$ cat config.mk
export PLATFORM = sky130hd
export DESIGN_NAME = uart_mmio
export DESIGN_NICKNAME = d
export VERILOG_FILES = /design/src/rtl/uart_mmio.sv
export SDC_FILE = /design/constraint.sdc
export NUM_CORES = 1
export LEC_CHECK = 0
export CAP_MARGIN = 40
export CELL_PAD_IN_SITES_DETAIL_PLACEMENT = 1
export CELL_PAD_IN_SITES_GLOBAL_PLACEMENT = 1
export CORE_UTILIZATION = 25
export CTS_CLUSTER_DIAMETER = 30
export DETAILED_ROUTE_END_ITERATION = 16
export HOLD_SLACK_MARGIN = 0.05
export PLACE_DENSITY = 0.65
export SLEW_MARGIN = 40
export SYNTH_ARGS = -nofsm -noshare
export SYNTH_HDL_FRONTEND = slang
export SYNTH_SLANG_ARGS = --single-unit
$ cat constraint.sdc
create_clock -name clk -period 5.4 [get_ports clk]
set_input_delay 0.81 -clock clk [delete_from_list [all_inputs] [get_ports clk]]
set_output_delay 0.81 -clock clk [all_outputs]
set_load 0.005 [all_outputs]
$ cat src/rtl/uart_mmio.sv
// Memory-mapped 8N1 UART: TXD/RXD/CON registers on the MEM-stage data bus,
// level interrupt on tx_done/rx_valid, baud derived from a clock divider.
module uart_mmio #(
  parameter int unsigned BAUD_DIV  = 5208,
  parameter logic [31:0] ADDR_BASE = 32'h4000_0018
) (
  input  logic        clk,
  input  logic        reset,
  input  logic        rd,
  input  logic        wr,
  input  logic [31:0] addr,
  input  logic [31:0] wdata,
  output logic [31:0] rdata,
  output logic        irqout,
  input  logic        PC_Uart_rxd,
  output logic        PC_Uart_txd
);

  localparam logic [31:0] ADDR_TXD  = ADDR_BASE;
  localparam logic [31:0] ADDR_RXD  = ADDR_BASE + 32'd4;
  localparam logic [31:0] ADDR_CON  = ADDR_BASE + 32'd8;
  localparam logic [15:0] BIT_LAST  = 16'(BAUD_DIV - 1);
  localparam logic [15:0] HALF_LAST = 16'((BAUD_DIV / 2) - 1);

  typedef enum logic [1:0] {TX_IDLE, TX_START, TX_DATA, TX_STOP} tx_state_t;
  typedef enum logic [1:0] {RX_IDLE, RX_START, RX_DATA, RX_STOP} rx_state_t;

  tx_state_t   tx_state_r, tx_state_s;
  logic [15:0] tx_cnt_r, tx_cnt_s;
  logic [2:0]  tx_idx_r, tx_idx_s;
  logic [7:0]  tx_data_r, tx_data_s;
  logic        txd_r, txd_s;
  logic        tx_done_r, tx_done_s, tx_done_set_s;

  rx_state_t   rx_state_r, rx_state_s;
  logic [15:0] rx_cnt_r, rx_cnt_s;
  logic [2:0]  rx_idx_r, rx_idx_s;
  logic [7:0]  rx_shift_r, rx_shift_s;
  logic [7:0]  rx_data_r, rx_data_s;
  logic [1:0]  rx_sync_r;
  logic        rx_bit_s;
  logic        good_stop_s, bad_stop_s;

  logic        rx_valid_r, rx_valid_s;
  logic        overrun_r, overrun_s;
  logic        frame_err_r, frame_err_s;
  logic        tx_ie_r, tx_ie_s;
  logic        rx_ie_r, rx_ie_s;
  logic        irq_r, irq_s;

  logic        txd_sel_s, rxd_sel_s, con_sel_s;
  logic        tx_wr_s, rxd_rd_s, con_rd_s, con_wr_s;
  logic        tx_busy_s;
  logic        unused_s;

  assign txd_sel_s = (addr == ADDR_TXD);
  assign rxd_sel_s = (addr == ADDR_RXD);
  assign con_sel_s = (addr == ADDR_CON);
  assign tx_wr_s   = wr & txd_sel_s;
  assign rxd_rd_s  = rd & rxd_sel_s;
  assign con_rd_s  = rd & con_sel_s;
  assign con_wr_s  = wr & con_sel_s;
  assign tx_busy_s = (tx_state_r != TX_IDLE);
  assign rx_bit_s  = rx_sync_r[1];
  assign unused_s  = ^wdata[31:8];

  // TX frame sequencer: next state, bit counter and serial level
  always_comb begin
    tx_state_s    = tx_state_r;
    tx_cnt_s      = tx_cnt_r;
    tx_idx_s      = tx_idx_r;
    tx_data_s     = tx_data_r;
    txd_s         = txd_r;
    tx_done_set_s = 1'b0;
    case (tx_state_r)
      TX_IDLE: begin
        tx_cnt_s = 16'd0;
        if (tx_wr_s) begin
          tx_state_s = TX_START;
          tx_data_s  = wdata[7:0];
          txd_s      = 1'b0;
        end else begin
          txd_s = 1'b1;
        end
      end
      TX_START: begin
        if (tx_cnt_r == BIT_LAST) begin
          tx_cnt_s   = 16'd0;
          tx_idx_s   = 3'd0;
          tx_state_s = TX_DATA;
          txd_s      = tx_data_r[0];
        end else begin
          tx_cnt_s = tx_cnt_r + 16'd1;
        end
      end
      TX_DATA: begin
        if (tx_cnt_r == BIT_LAST) begin
          tx_cnt_s = 16'd0;
          if (tx_idx_r == 3'd7) begin
            tx_state_s = TX_STOP;
            txd_s      = 1'b1;
          end else begin
            tx_idx_s = tx_idx_r + 3'd1;
            txd_s    = tx_data_r[tx_idx_r + 3'd1];
          end
        end else begin
          tx_cnt_s = tx_cnt_r + 16'd1;
        end
      end
      TX_STOP: begin
        if (tx_cnt_r == BIT_LAST) begin
          tx_cnt_s      = 16'd0;
          tx_state_s    = TX_IDLE;
          tx_done_set_s = 1'b1;
        end else begin
          tx_cnt_s = tx_cnt_r + 16'd1;
        end
      end
      default: begin
        tx_state_s = TX_IDLE;
        tx_cnt_s   = 16'd0;
        txd_s      = 1'b1;
      end
    endcase
  end

  // RX frame sequencer: start validation at mid-bit, then one sample per bit
  always_comb begin
    rx_state_s  = rx_state_r;
    rx_cnt_s    = rx_cnt_r;
    rx_idx_s    = rx_idx_r;
    rx_shift_s  = rx_shift_r;
    good_stop_s = 1'b0;
    bad_stop_s  = 1'b0;
    case (rx_state_r)
      RX_IDLE: begin
        rx_cnt_s = 16'd0;
        if (!rx_bit_s) begin
          rx_state_s = RX_START;
        end else begin
          rx_state_s = RX_IDLE;
        end
      end
      RX_START: begin
        if (rx_cnt_r == HALF_LAST) begin
          rx_cnt_s = 16'd0;
          rx_idx_s = 3'd0;
          if (rx_bit_s) begin
            rx_state_s = RX_IDLE;
          end else begin
            rx_state_s = RX_DATA;
          end
        end else begin
          rx_cnt_s = rx_cnt_r + 16'd1;
        end
      end
      RX_DATA: begin
        if (rx_cnt_r == BIT_LAST) begin
          rx_cnt_s   = 16'd0;
          rx_shift_s = {rx_bit_s, rx_shift_r[7:1]};
          if (rx_idx_r == 3'd7) begin
            rx_state_s = RX_STOP;
          end else begin
            rx_idx_s = rx_idx_r + 3'd1;
          end
        end else begin
          rx_cnt_s = rx_cnt_r + 16'd1;
        end
      end
      RX_STOP: begin
        if (rx_cnt_r == BIT_LAST) begin
          rx_cnt_s   = 16'd0;
          rx_state_s = RX_IDLE;
          if (rx_bit_s) begin
            good_stop_s = 1'b1;
          end else begin
            bad_stop_s = 1'b1;
          end
        end else begin
          rx_cnt_s = rx_cnt_r + 16'd1;
        end
      end
      default: begin
        rx_state_s = RX_IDLE;
        rx_cnt_s   = 16'd0;
      end
    endcase
  end

  // Status flags: a setting event wins over a same-edge read clear
  always_comb begin
    if (tx_done_set_s) begin
      tx_done_s = 1'b1;
    end else if (con_rd_s) begin
      tx_done_s = 1'b0;
    end else begin
      tx_done_s = tx_done_r;
    end

    if (good_stop_s) begin
      rx_valid_s = 1'b1;
      rx_data_s  = rx_shift_r;
    end else if (rxd_rd_s) begin
      rx_valid_s = 1'b0;
      rx_data_s  = rx_data_r;
    end else begin
      rx_valid_s = rx_valid_r;
      rx_data_s  = rx_data_r;
    end

    if (good_stop_s && rx_valid_r && !rxd_rd_s) begin
      overrun_s = 1'b1;
    end else if (con_rd_s) begin
      overrun_s = 1'b0;
    end else begin
      overrun_s = overrun_r;
    end

    if (bad_stop_s) begin
      frame_err_s = 1'b1;
    end else if (con_rd_s) begin
      frame_err_s = 1'b0;
    end else begin
      frame_err_s = frame_err_r;
    end

    if (con_wr_s) begin
      tx_ie_s = wdata[0];
      rx_ie_s = wdata[1];
    end else begin
      tx_ie_s = tx_ie_r;
      rx_ie_s = rx_ie_r;
    end

    irq_s = (tx_ie_s & tx_done_s) | (rx_ie_s & rx_valid_s);
  end

  // State register for both sequencers, flags, synchronizer and outputs
  always_ff @(posedge clk or posedge reset) begin
    if (reset) begin
      tx_state_r  <= TX_IDLE;
      tx_cnt_r    <= 16'd0;
      tx_idx_r    <= 3'd0;
      tx_data_r   <= 8'd0;
      txd_r       <= 1'b1;
      tx_done_r   <= 1'b0;
      rx_state_r  <= RX_IDLE;
      rx_cnt_r    <= 16'd0;
      rx_idx_r    <= 3'd0;
      rx_shift_r  <= 8'd0;
      rx_data_r   <= 8'd0;
      rx_sync_r   <= 2'b11;
      rx_valid_r  <= 1'b0;
      overrun_r   <= 1'b0;
      frame_err_r <= 1'b0;
      tx_ie_r     <= 1'b0;
      rx_ie_r     <= 1'b0;
      irq_r       <= 1'b0;
    end else begin
      tx_state_r  <= tx_state_s;
      tx_cnt_r    <= tx_cnt_s;
      tx_idx_r    <= tx_idx_s;
      tx_data_r   <= tx_data_s;
      txd_r       <= txd_s;
      tx_done_r   <= tx_done_s;
      rx_state_r  <= rx_state_s;
      rx_cnt_r    <= rx_cnt_s;
      rx_idx_r    <= rx_idx_s;
      rx_shift_r  <= rx_shift_s;
      rx_data_r   <= rx_data_s;
      rx_sync_r   <= {rx_sync_r[0], PC_Uart_rxd};
      rx_valid_r  <= rx_valid_s;
      overrun_r   <= overrun_s;
      frame_err_r <= frame_err_s;
      tx_ie_r     <= tx_ie_s;
      rx_ie_r     <= rx_ie_s;
      irq_r       <= irq_s;
    end
  end

  // Combinational read mux; zero when not reading or address unmatched
  always_comb begin
    rdata = 32'd0;
    if (rd) begin
      if (txd_sel_s) begin
        rdata = {24'd0, tx_data_r};
      end else if (rxd_sel_s) begin
        rdata = {24'd0, rx_data_r};
      end else if (con_sel_s) begin
        rdata = {25'd0, frame_err_r, overrun_r, tx_busy_s, rx_valid_r,
                 tx_done_r, rx_ie_r, tx_ie_r};
      end else begin
        rdata = 32'd0;
      end
    end else begin
      rdata = 32'd0;
    end
  end

  assign PC_Uart_txd = txd_r;
  assign irqout      = irq_r;

endmodule
---- After elaboration in Yosys (flattened, before gate mapping) ----
Cells that the tools add are included.
cells by class
  reduce and logical (&&, ||, !) cells .... 20
  equal/unequal tests ..................... 25
  muxes and demuxes ....................... 54
  $lt $le $gt $ge ......................... 1
  bitwise gates (word level) .............. 7
  add/subtract/negate cells ............... 4
operators with widths
  kind                                              number
  == test 32 x 31 -> 1 bit (second input constant)  3
  two-way mux 16 bit                                3
  one-hot mux 16 bit (3 select lines)               1
  adder 16 x 1 -> 16 bit (second input constant)    2
  == test 16 x 13 -> 1 bit (second input constant)  2
  two-way mux 32 bit                                1
  one-hot mux 16 bit (2 select lines)               1
  two-way mux 1 bit                                 23
  != test 2 bit (second input constant)             11
  two-way mux 2 bit                                 10
  two-way mux 3 bit                                 6
  == test 16 x 12 -> 1 bit (second input constant)  1
  two-way mux 8 bit                                 2
  one-hot mux 2 bit (4 select lines)                2
  one-hot mux 3 bit (2 select lines)                2
  AND reduction 4 bit                               3
  nonzero test 2 bit                                5
  == test 2 bit (second input constant)             4
  two-way mux 7 bit                                 1
  adder 3 x 1 -> 3 bit (second input constant)      2
  bitwise AND 1 bit                                 6
  == test 3 bit (second input constant)             2
  AND reduction 5 bit                               1
  == test 2 x 1 -> 1 bit (second input constant)    2
  12 further kinds                                  15
word-level totals
  output and inout port bits .............. 34
  flip-flop bits (word level) ............. 76
  word-level logic and storage cells ...... 129
  input port bits ......................... 69

---- Depth between registers and ports, before layout ----
  word-level depth ........................ 6
  depth in mapped cells ................... 7
  gate-level depth less buffers ........... 7

---- Worst setup path after synthesis ----
No wires, ideal clock.
  kind .................................... input to output
  start point ............................. input addr[9]
  end point ............................... output rdata[5]
  path buffers ............................ 1
  data arrival time ....................... 2.288 ns
  required time ........................... 4.590 ns
  stages on the path ...................... 6
  path slack .............................. 2.302 ns
  cells stage by stage .................... nor4_1 -> nand4_1 -> nor3b_4 -> buf_6 -> a221oi_1 -> a211oi_1
on the way
  word-level cells in the longest chain between the ends .. 5
  elaborated cells between the ends (all ways) .. 7
  classes of those cells .................. eq/ne: 3; mux: 4
ends and longest elaborated chain
  element                   line  source
  from (decl)               11    input logic [31:0] addr,
  == test 32 x 31 -> 1 bit  58    assign con_sel_s = (addr == ADDR_CON);
  two-way mux 7 bit         289   end else if (con_sel_s) begin
  two-way mux 8 bit         287   end else if (rxd_sel_s) begin
  two-way mux 8 bit (*)     285   if (txd_sel_s) begin
  two-way mux 32 bit (*)    284   if (rd) begin
  to (decl)                 13    output logic [31:0] rdata,
Every way passes the cells marked *; elsewhere a longest branch is shown, timed or not.

---- Final worst setup path ----
  start point ............................. input addr[9]
  end point ............................... output rdata[6]
The elaborated chain is that of the path after synthesis.

==> flow_summary.toml <==
[clock_network]
cts-root-buf = "clkbuf_16"
clk_latency_ns = 0.34
cts_made_buffers = 9
cts_sinks = 76
htreeDepth = 3
clkSlewWorstSetupHoldPaths_ns = 0.06
post_cts_buffers = 0
cts_tree = "built"
clockBufferDepth = 2
ctsResizeCount = 0
ctsHoldBuffers = 0

[power]
irDropWorstVdd_v = 0.0001265
leakagePower_nw = 2.212
p_per_area_nw_per_um2 = 232.6
finalPower_mw = 1.195

[grt]
grt_max_degree = 42
grt.overflow.total = 0
use_met1_pct = 14.85
grt_use_total_pct = 12.09
grt_use_met2_pct = 20.77
grtUsageMet3_pct = 2.122
grt_pass1_vias = 3221
antenna_found_initial = 0
grt_pass1_wl_um = 16540
top_usage_layer = "met2"

[sta]
setup_viol = 0
final.min_clock_period_ns = 4.488
drv_slew = 0
tightest_slew_ns = 0.7935
tns_ns = 0
fin_crit_sh_pct = 83.12
fmax_mhz = 222.8
slew_headroom_pct = 46.69
rsz0062_at_grt = "false"
fin_skew_ns = 0.006034
hold_viol = 0

[synth]
synth-edff-count = 0
ys_top_cells_by_area = "dfrtp_1 (44%), mux2_2 (7.8%), buf_4 (4.9%)"
avgSynthCellArea_um2 = 10.83
synthCells = 385
netlist.area_leader.share_pct = 43.82
async_reset_ff_share_pct = 100.0
yosys_register_bits = 76
syn-cell-area_um2 = 4169
yosysTopAreaCell = "dfrtp_1"
synth_cell_types = 60
ys.flop_type = "dfrtp_1"
synth_most_common_cell = "dfrtp_1"
synth_warnings = 0
synth_seq_area_share_pct = 45.71
netlist_top_cells_count = "dfrtp_1 (73), nor2_1 (44), mux2_2 (29)"

[floorplanning]
boundaryPins = 103
die_area_um2 = 17200
die_w_um = 131.1
core_um2 = 16060
fp.dieH_um = 131.1
rows = 46
start_util_pct = 25.96

[place]
gp_congestion = 0.7934
portBuffers = 54
dp_hpwl_um = 7338
place_inst = 649

[route]
dr.pass1.iters = 4
via_per_inst = 4.590
drt_first_iter_violations = 105
drcViolationCount = 0
detail_route.wl_per_cell_um = 14.57
num_vias = 3057
ant_nets = 0
finalWirelength_um = 9706

[final_layout]
stdcell_count = 666
antenna_cells = 0
multi_input_area_um2 = 2037
layout-drive-gt1-share_pct = 16.00
fill_cells = 1804
synthToLayoutAreaGrowth_pct = 23.26
layout.nets = 525
seq_area_um2 = 1906

[worst_hold_path]
hold_end = "rx_sync_r[1]"
hold_path_startpoint = "rx_sync_r[0]"
hold_depth = 0
hp-class = "register to register"

[setup_path]
rr_startpoint = "rx_cnt_r[9]"
worstRegToRegCells = 4
critPathArrivalTime_ns = 3.68
required_ns = 4.59
critPathKind = "primary input to primary output"
critPathMaxFanout = 17
rrSetupSlack_ns = 3.08
end_kind = "primary output"
r2r_end = "rx_data_r[2]"
startpoint_type = "primary input"

[run_status]
status = "complete, no violations"

[run]
cap_viol_max_count = 0
-- layout by cell type (no fill, tap or decap), types with 8 or more instances in the layout --
master	Yosys	layout
ha_1	11	11
nor2_1	44	44
xor2_1	9	9
clkbuf_16	0	9
a22o_1	8	8
nand3_1	18	18
dfrtp_1	73	73
conb_1	1	24
nand2_1	18	18
clkdlybuf4s50_1	0	54
mux2_2	29	29
inv_1	23	22
nor3_1	10	10
xnor2_1	16	16
-- registers in the layout, summed over array words and instances, names as in the netlist, 3 cells and up, named ones only --
| name | flops |
|---|---|
| rx_shift_r | 8 |
| tx_cnt_r | 16 |
| tx_data_r | 8 |
| tx_idx_r | 3 |
| rx_cnt_r | 16 |
| rx_idx_r | 3 |
| rx_data_r | 8 |
-- cell families (layout without fill, tap and decap cells) --
kind of cell             after synthesis  in the layout  share of synthesized area [%]
multiplexers                          35             35                          9.904
XOR/XNOR                              25             25                          5.252
adder cells (fa/ha/maj)               11             11                          3.301
AND/OR/NAND/NOR                      141            141                          20.35
buffers and inverters                 54             96                          7.503
other                                  1             24                        0.08995
AO/OA/AOI/OAI                         42             42                          7.893
flip-flops                            76             76                          45.71
-- stage by stage --
| stage | util, % | area [um^2] | hold WS [ns] | setup slack (ns) |
|---|---|---|---|---|
| floorplan | - | 4255 | 0.3452 | 2.302 |
| global placement | 30.21 | 4851 | 0.3458 | 0.9625 |
| detailed placement | 30.22 | 4853 | 0.3472 | 0.9019 |
| CTS | 31.95 | 5131 | 0.3566 | 0.8995 |
| global route | 32.00 | 5139 | 0.3615 | 0.7100 |
| finish | 32.00 | 5139 | 0.3577 | 0.9116 |
-- report_power, final --
group / internal (mW) / switching, mW
clock network: 0.313 / 0.252
registers: 0.571 / 0.000570
logic: 0.0316 / 0.0276
total: 0.916 / 0.280
-- per-layer routing --
layer | up-vias | routed length (um)
met5 | - | 0
met2 | 51 | 5025
met3 | 11 | 275
li1 | 1444 | -
met1 | 1551 | 4249
met4 | 0 | 155
-- cell type report --
type	count	share of cell area [%]
Multi-Input combinational cell	278	39.64
Sequential cell	76	37.08
Timing Repair Buffer	56	10.81
Tap cell	216	5.259
Clock buffer	9	4.383
Inverter	24	1.802
Clock inverter	7	1.023
-- how the worst max path moves through the flow --
stage / start / end / slack [ns]
2_1_floorplan: addr[9] / rdata[5] / 2.30
3_3_place_gp: addr[9] / rdata[6] / 0.96
3_5_place_dp: addr[9] / rdata[1] / 0.90
4_1_cts: addr[9] / rdata[1] / 0.90
5_1_grt: addr[9] / rdata[6] / 0.71
6_report: addr[9] / rdata[6] / 0.91
-- critical path, stage by stage --
cell and delay (ns):
clkdlybuf4s50_1 0.39, nor4_1 0.41, nand4_1 0.32, nor3b_4 0.70, a221oi_1 0.13, a211oi_1 0.35
clkdlybuf4s50_1 0.57
Power figures use the tool's default switching activity.
